<file path="config.mk">
export PLATFORM = sky130hd
export DESIGN_NAME = sdram_port_arbiter
export DESIGN_NICKNAME = d
export VERILOG_FILES = /design/src/rtl/sdram_port_arbiter.sv
export SDC_FILE = /design/constraint.sdc
export NUM_CORES = 1
export LEC_CHECK = 0
export ABC_AREA = 0
export CAP_MARGIN = 15
export CORE_AREA = 2 2 130 132
export DETAILED_ROUTE_END_ITERATION = 10
export DIE_AREA = 0 0 132 134
export PLACE_DENSITY = 0.73
export SLEW_MARGIN = 5
export SYNTH_ARGS = -nofsm -noshare
export SYNTH_HDL_FRONTEND = slang
export SYNTH_SLANG_ARGS = --single-unit
export TNS_END_PERCENT = 50
</file>
<file path="constraint.sdc">
create_clock -name clk -period 5.7 [get_ports clk]
set_clock_uncertainty 0.05 [all_clocks]
set_input_delay 0.57 -clock clk [delete_from_list [all_inputs] [get_ports clk]]
set_output_delay 0.57 -clock clk [all_outputs]
set_load 0.02 [all_outputs]
</file>
<file path="src/rtl/sdram_port_arbiter.sv">
// rtl/sdram_port_arbiter.sv - round-robin arbiter sharing one SDRAM port among icache, dcache and debugger
module sdram_port_arbiter #(
  parameter int ADDR_W  = 25,
  parameter int TIMEOUT = 1023
) (
  input  logic                clk,
  input  logic                rst_n,
  input  logic [2:0]          m_read,
  input  logic [2:0]          m_write,
  input  logic [3*ADDR_W-1:0] m_addr,
  input  logic [95:0]         m_wdata,
  input  logic [11:0]         m_be,
  output logic [2:0]          m_waitrequest,
  output logic [31:0]         m_rdata,
  output logic [2:0]          m_rvalid,
  output logic [ADDR_W-1:0]   s_addr,
  output logic                s_read,
  output logic                s_write,
  output logic [31:0]         s_wdata,
  output logic [3:0]          s_be,
  input  logic                s_waitrequest,
  input  logic [31:0]         s_rdata,
  input  logic                s_rvalid,
  output logic [1:0]          grant_id,
  output logic                busy,
  output logic                timeout_err
);

  localparam int CNT_W = (TIMEOUT < 1) ? 1 : $clog2(TIMEOUT + 1);

  typedef enum logic [1:0] {IDLE, ISSUE, RWAIT} state_t;

  state_t             state;
  logic [1:0]         rr_ptr;
  logic [CNT_W-1:0]   cnt;
  logic [ADDR_W-1:0]  lat_addr;
  logic [31:0]        lat_wdata;
  logic [3:0]         lat_be;

  logic [2:0]         req;
  logic [2:0]         cand;
  logic [1:0]         sel;
  logic               found;
  logic [1:0]         next_ptr;
  logic               accept;
  logic               timeout_hit;
  logic               rdone;

  assign req = m_read | m_write;

  // First requester at or after rr_ptr, wrapping modulo 3.
  always_comb begin
    sel   = rr_ptr;
    found = 1'b0;
    cand  = 3'd0;
    for (int k = 0; k < 3; k++) begin
      cand = {1'b0, rr_ptr} + 3'(k);
      if (cand >= 3'd3) cand = cand - 3'd3;
      if (!found && req[cand[1:0]]) begin
        found = 1'b1;
        sel   = cand[1:0];
      end
    end
  end

  assign next_ptr    = (grant_id == 2'd2) ? 2'd0 : grant_id + 2'd1;
  assign accept      = (state == ISSUE) && !s_waitrequest;
  assign timeout_hit = (state == RWAIT) && !s_rvalid && (cnt == CNT_W'(TIMEOUT));
  assign rdone       = (state == RWAIT) && (s_rvalid || timeout_hit);

  assign s_addr  = lat_addr;
  assign s_wdata = lat_wdata;
  assign s_be    = lat_be;
  assign busy    = (state != IDLE);

  always_comb begin
    m_waitrequest = 3'b111;
    m_rvalid      = 3'b000;
    m_rdata       = 32'd0;
    if (accept) m_waitrequest[grant_id] = 1'b0;
    if (rdone) begin
      m_rvalid[grant_id] = 1'b1;
      m_rdata            = s_rvalid ? s_rdata : 32'hFFFF_FFFF;
    end
  end

  always_ff @(posedge clk or negedge rst_n) begin
    if (!rst_n) begin
      state       <= IDLE;
      rr_ptr      <= 2'd0;
      grant_id    <= 2'd0;
      cnt         <= '0;
      timeout_err <= 1'b0;
      lat_addr    <= '0;
      lat_wdata   <= 32'd0;
      lat_be      <= 4'd0;
      s_read      <= 1'b0;
      s_write     <= 1'b0;
    end else begin
      case (state)
        IDLE: begin
          if (found) begin
            grant_id  <= sel;
            lat_addr  <= m_addr[int'(sel)*ADDR_W +: ADDR_W];
            lat_wdata <= m_wdata[int'(sel)*32 +: 32];
            lat_be    <= m_be[int'(sel)*4 +: 4];
            s_write   <= m_write[sel];
            s_read    <= !m_write[sel];
            state     <= ISSUE;
          end
        end
        ISSUE: begin
          if (!s_waitrequest) begin
            s_read  <= 1'b0;
            s_write <= 1'b0;
            cnt     <= '0;
            if (s_write) begin
              rr_ptr <= next_ptr;
              state  <= IDLE;
            end else begin
              state  <= RWAIT;
            end
          end
        end
        RWAIT: begin
          if (rdone) begin
            rr_ptr <= next_ptr;
            state  <= IDLE;
            if (timeout_hit) timeout_err <= 1'b1;
          end else begin
            cnt <= cnt + CNT_W'(1);
          end
        end
        default: state <= IDLE;
      endcase
    end
  end

endmodule

</file>
==> flow_metrics.env <==
export IMPL_track_usage_pct=20.8
export IMPL_synth_edf_count=0
export IMPL_grt_pass1_wl_mm=28.9
export IMPL_cts_resized=0
export IMPL_final_hold_viol_count=0
export IMPL_slew_headroom_pct=30.2
export IMPL_fin_hold_ws_ns=0.113
export IMPL_place_hpwl_mm=13.9
export IMPL_syn_inst=545
export IMPL_clock_path_buffers=2
export IMPL_numCtsBuffers=9
export IMPL_total_power_mw=4.40
export IMPL_fmax_mhz=281
export IMPL_yosys_area_top_type_share_pct=37.5
export IMPL_drtPass1Iterations=4
export IMPL_ys_types=48
export IMPL_clock_latency_ns=0.33
export IMPL_place_gp_congestion=0.852
export IMPL_path_cells="and4_1, nand4_1, nor2_1, o21ai_2, nor3b_1, clkdlybuf4s50_1"
export IMPL_antenna_found_initial=0
export IMPL_coreArea_um2=16300
export IMPL_vias_per_cell=4.81
export IMPL_drive_gt1_share_pct=11.4
export IMPL_cts_root_buf="clkbuf_16"
export IMPL_hp_class="input port to asynchronous set/reset pin"
export IMPL_fp_dieW_um=132
export IMPL_dieArea_um2=17700
export IMPL_n_fill_cell=1460
export IMPL_post_route_period_util_pct=62.4
export IMPL_worstSetupStartpointType="flop"
export IMPL_port_buffers=329
export IMPL_n_antenna_cell=0
export IMPL_boundaryPins=330
export IMPL_async_flop_share_pct=100
export IMPL_yosysWarnings=0
export IMPL_ys_ff_latch=80
export IMPL_path_clk_slew_ns=0.06
export IMPL_status="completed"
export IMPL_synthToLayoutAreaGrowth_pct=68.5
export IMPL_rr_worst_depth=8
export IMPL_fin_nets=1085
export IMPL_vias=5204
export IMPL_clkSinkCount=80
export IMPL_min_period_ns=3.56
export IMPL_ant_nets=0
export IMPL_slew_violations=0
export IMPL_rows=47
export IMPL_syn_area_um2=5340
export IMPL_rsz0062_at_grt="false"
export IMPL_syn_avg_cell_area_um2=9.80
export IMPL_first_global_vias=5420
export IMPL_setup_viol=0
export IMPL_first_iter_violations=183
export IMPL_cts_tree="done"
export IMPL_cp_required_ns=5.08
export IMPL_wl_per_cell_um=16.9
export IMPL_synth_ff_type="dfrtp_1"
export IMPL_path_delay_family="simple AND/OR/NAND/NOR gates"
export IMPL_crit_path_max_incr_delay_ns=0.67
export IMPL_drc_errors=0
export IMPL_crit_type="flop to output pin"
export IMPL_post_place_ws_ns=2.17
export IMPL_path_depth=6
export IMPL_vdd_ir_drop_max_uv=276
export IMPL_syn_num_nets=774
export IMPL_grt_start_max_net_pins=61
export IMPL_cp_slowest_cell="clkdlybuf4s50_1"
export IMPL_layout_cells_non_filler=1081
export IMPL_gr_total_overflow=0
export IMPL_tightest_slew_ns=1.04
export IMPL_synth_seq_area_share_pct=37.5
export IMPL_drt_wl_total_mm=18.3
export IMPL_path_buf_inv=1
export IMPL_start_util_pct=32.8
export IMPL_dp_cells=1065
export IMPL_critPathArrivalTime_ns=2.94
export IMPL_htreeDepth=3
export IMPL_post_cts_setup_buffer_count=0
export IMPL_max_cap_violations=0
export IMPL_pwr_density_cell_nw_per_um2=489
export IMPL_path_max_fanout=27
export IMPL_p_leak_nw=3.84
export IMPL_fin_ws_ns=2.14
export IMPL_fin_tns_setup_ns=0
export IMPL_cts_hold_buffers_added=0
export IMPL_dieHeight_um=134
export IMPL_synthTopCellsByArea="dfrtp_1 37%, o221ai_2 17%, mux2i_1 12%"
export IMPL_end_kind="output pin"
export IMPL_yosysTopAreaCell="dfrtp_1"
==> cell usage after synthesis (all sizes together), types with 3 or more instances <==
| cell | number |
|---|---|
| o31ai | 4 |
| a211o | 3 |
| inv | 101 |
| nor2b | 5 |
| o221ai | 62 |
| xnor2 | 5 |
| a21oi | 35 |
| nand3 | 5 |
| mux2i | 63 |
| nor3 | 9 |
| clkbuf | 15 |
| mux2 | 3 |
| dfrtp | 80 |
| ha | 4 |
| o21ai | 8 |
| buf | 23 |
| nand2 | 71 |
| nor2 | 20 |
| nor3b | 4 |
==> state kept, by name, summed over array words and instances (netlist names) <==
signal / cells
s_addr: 25
cnt: 10
s_read: 1
s_write: 1
grant_id: 2
state: 2
timeout_err: 1
rr_ptr: 2
s_be: 4
s_wdata: 32
==> per-stage QoR <==
step | util (%) | cell area (um2)
final | 55.2 | 9000
after global routing | 55.2 | 9000
after CTS | 55.2 | 9000
after detailed placement | 53.5 | 8720
after global placement | 53.5 | 8720
after floorplan | - | 5340
==> metal layers <==
layer  up-vias  GRT usage, %  wire length, um
met2       245          37.6             9240
met4         0          6.82              386
met1      2410          23.8             7300
met3        23          5.56             1350
met5         -             0                0
li1       2526             -                -
==> final timing paths <==
| check | startpoint | to | slack, ns |
|---|---|---|---|
| setup / recovery | cnt[2] | m_rvalid[2] | 2.14 |
| hold / removal | rst_n | s_wdata[13] | 0.11 |
| setup reg to reg | rr_ptr[0] | s_wdata[8] | 2.49 |
| hold reg to reg | s_be[1] | s_be[1] | 0.43 |
| max in group asynchronous | rst_n | s_addr[22] | 4.47 |
| min in group clk | s_be[1] | s_be[1] | 0.43 |
==> kinds of logic after synthesis <==
kind of cell    Yosys count  share of synthesized area, %
buf+inv                 139                          13.2
compound gates          127                          24.8
xor+xnor                  5                         0.820
flops                    80                          37.5
simple gates            124                          10.3
mux                      66                          12.4
fa+ha+maj                 4                         0.937
==> layout make-up <==
cell class / count / area (um2) / share of cell area (%)
timing repair buffer: 338 / 3380 / 37.6
multi-input combinational: 326 / 2680 / 29.7
sequential: 80 / 2000 / 22.3
inverter: 101 / 379 / 4.21
tap: 220 / 275 / 3.06
clock buffer: 9 / 225 / 2.50
clock inverter: 7 / 56.3 / 0.626
==> report_power, final <==
group          internal [mW]  total [mW]  switching (mW)
clock                  0.300       0.547           0.247
sequential             0.832       0.989           0.157
combinational           1.32        2.86            1.55
==> layout by cell type (no fill, tap or decap), types with 2 or more instances in the layout <==
cell type	n
o221ai_2	61
mux2_2	3
o31a_1	2
ha_1	4
buf_12	2
o21ai_0	7
buf_4	8
nand2_1	71
a21oi_1	35
mux2i_1	63
nand3_1	5
clkdlybuf4s50_1	328
clkbuf_16	9
dfrtp_1	80
nor3_1	9
o22ai_1	2
nor2b_1	5
nor2_1	20
o31ai_4	2
o31ai_1	2
a211o_1	2
xnor2_1	5
o211ai_1	2
clkinv_4	3
inv_6	2
nor3b_1	4
a211oi_1	2
inv_1	101
==> worst register-to-register path: cells and delay by family (launching register included) <==
kind,cells,cell delay [ns]
and+or+nand+nor,3,1.08
DFF,1,0.41
AOI/OAI and AO/OA,2,0.50
adders and majority gates,1,0.47
buffers and inverters,2,0.53
No activity file was read; power rests on OpenSTA's default activity.
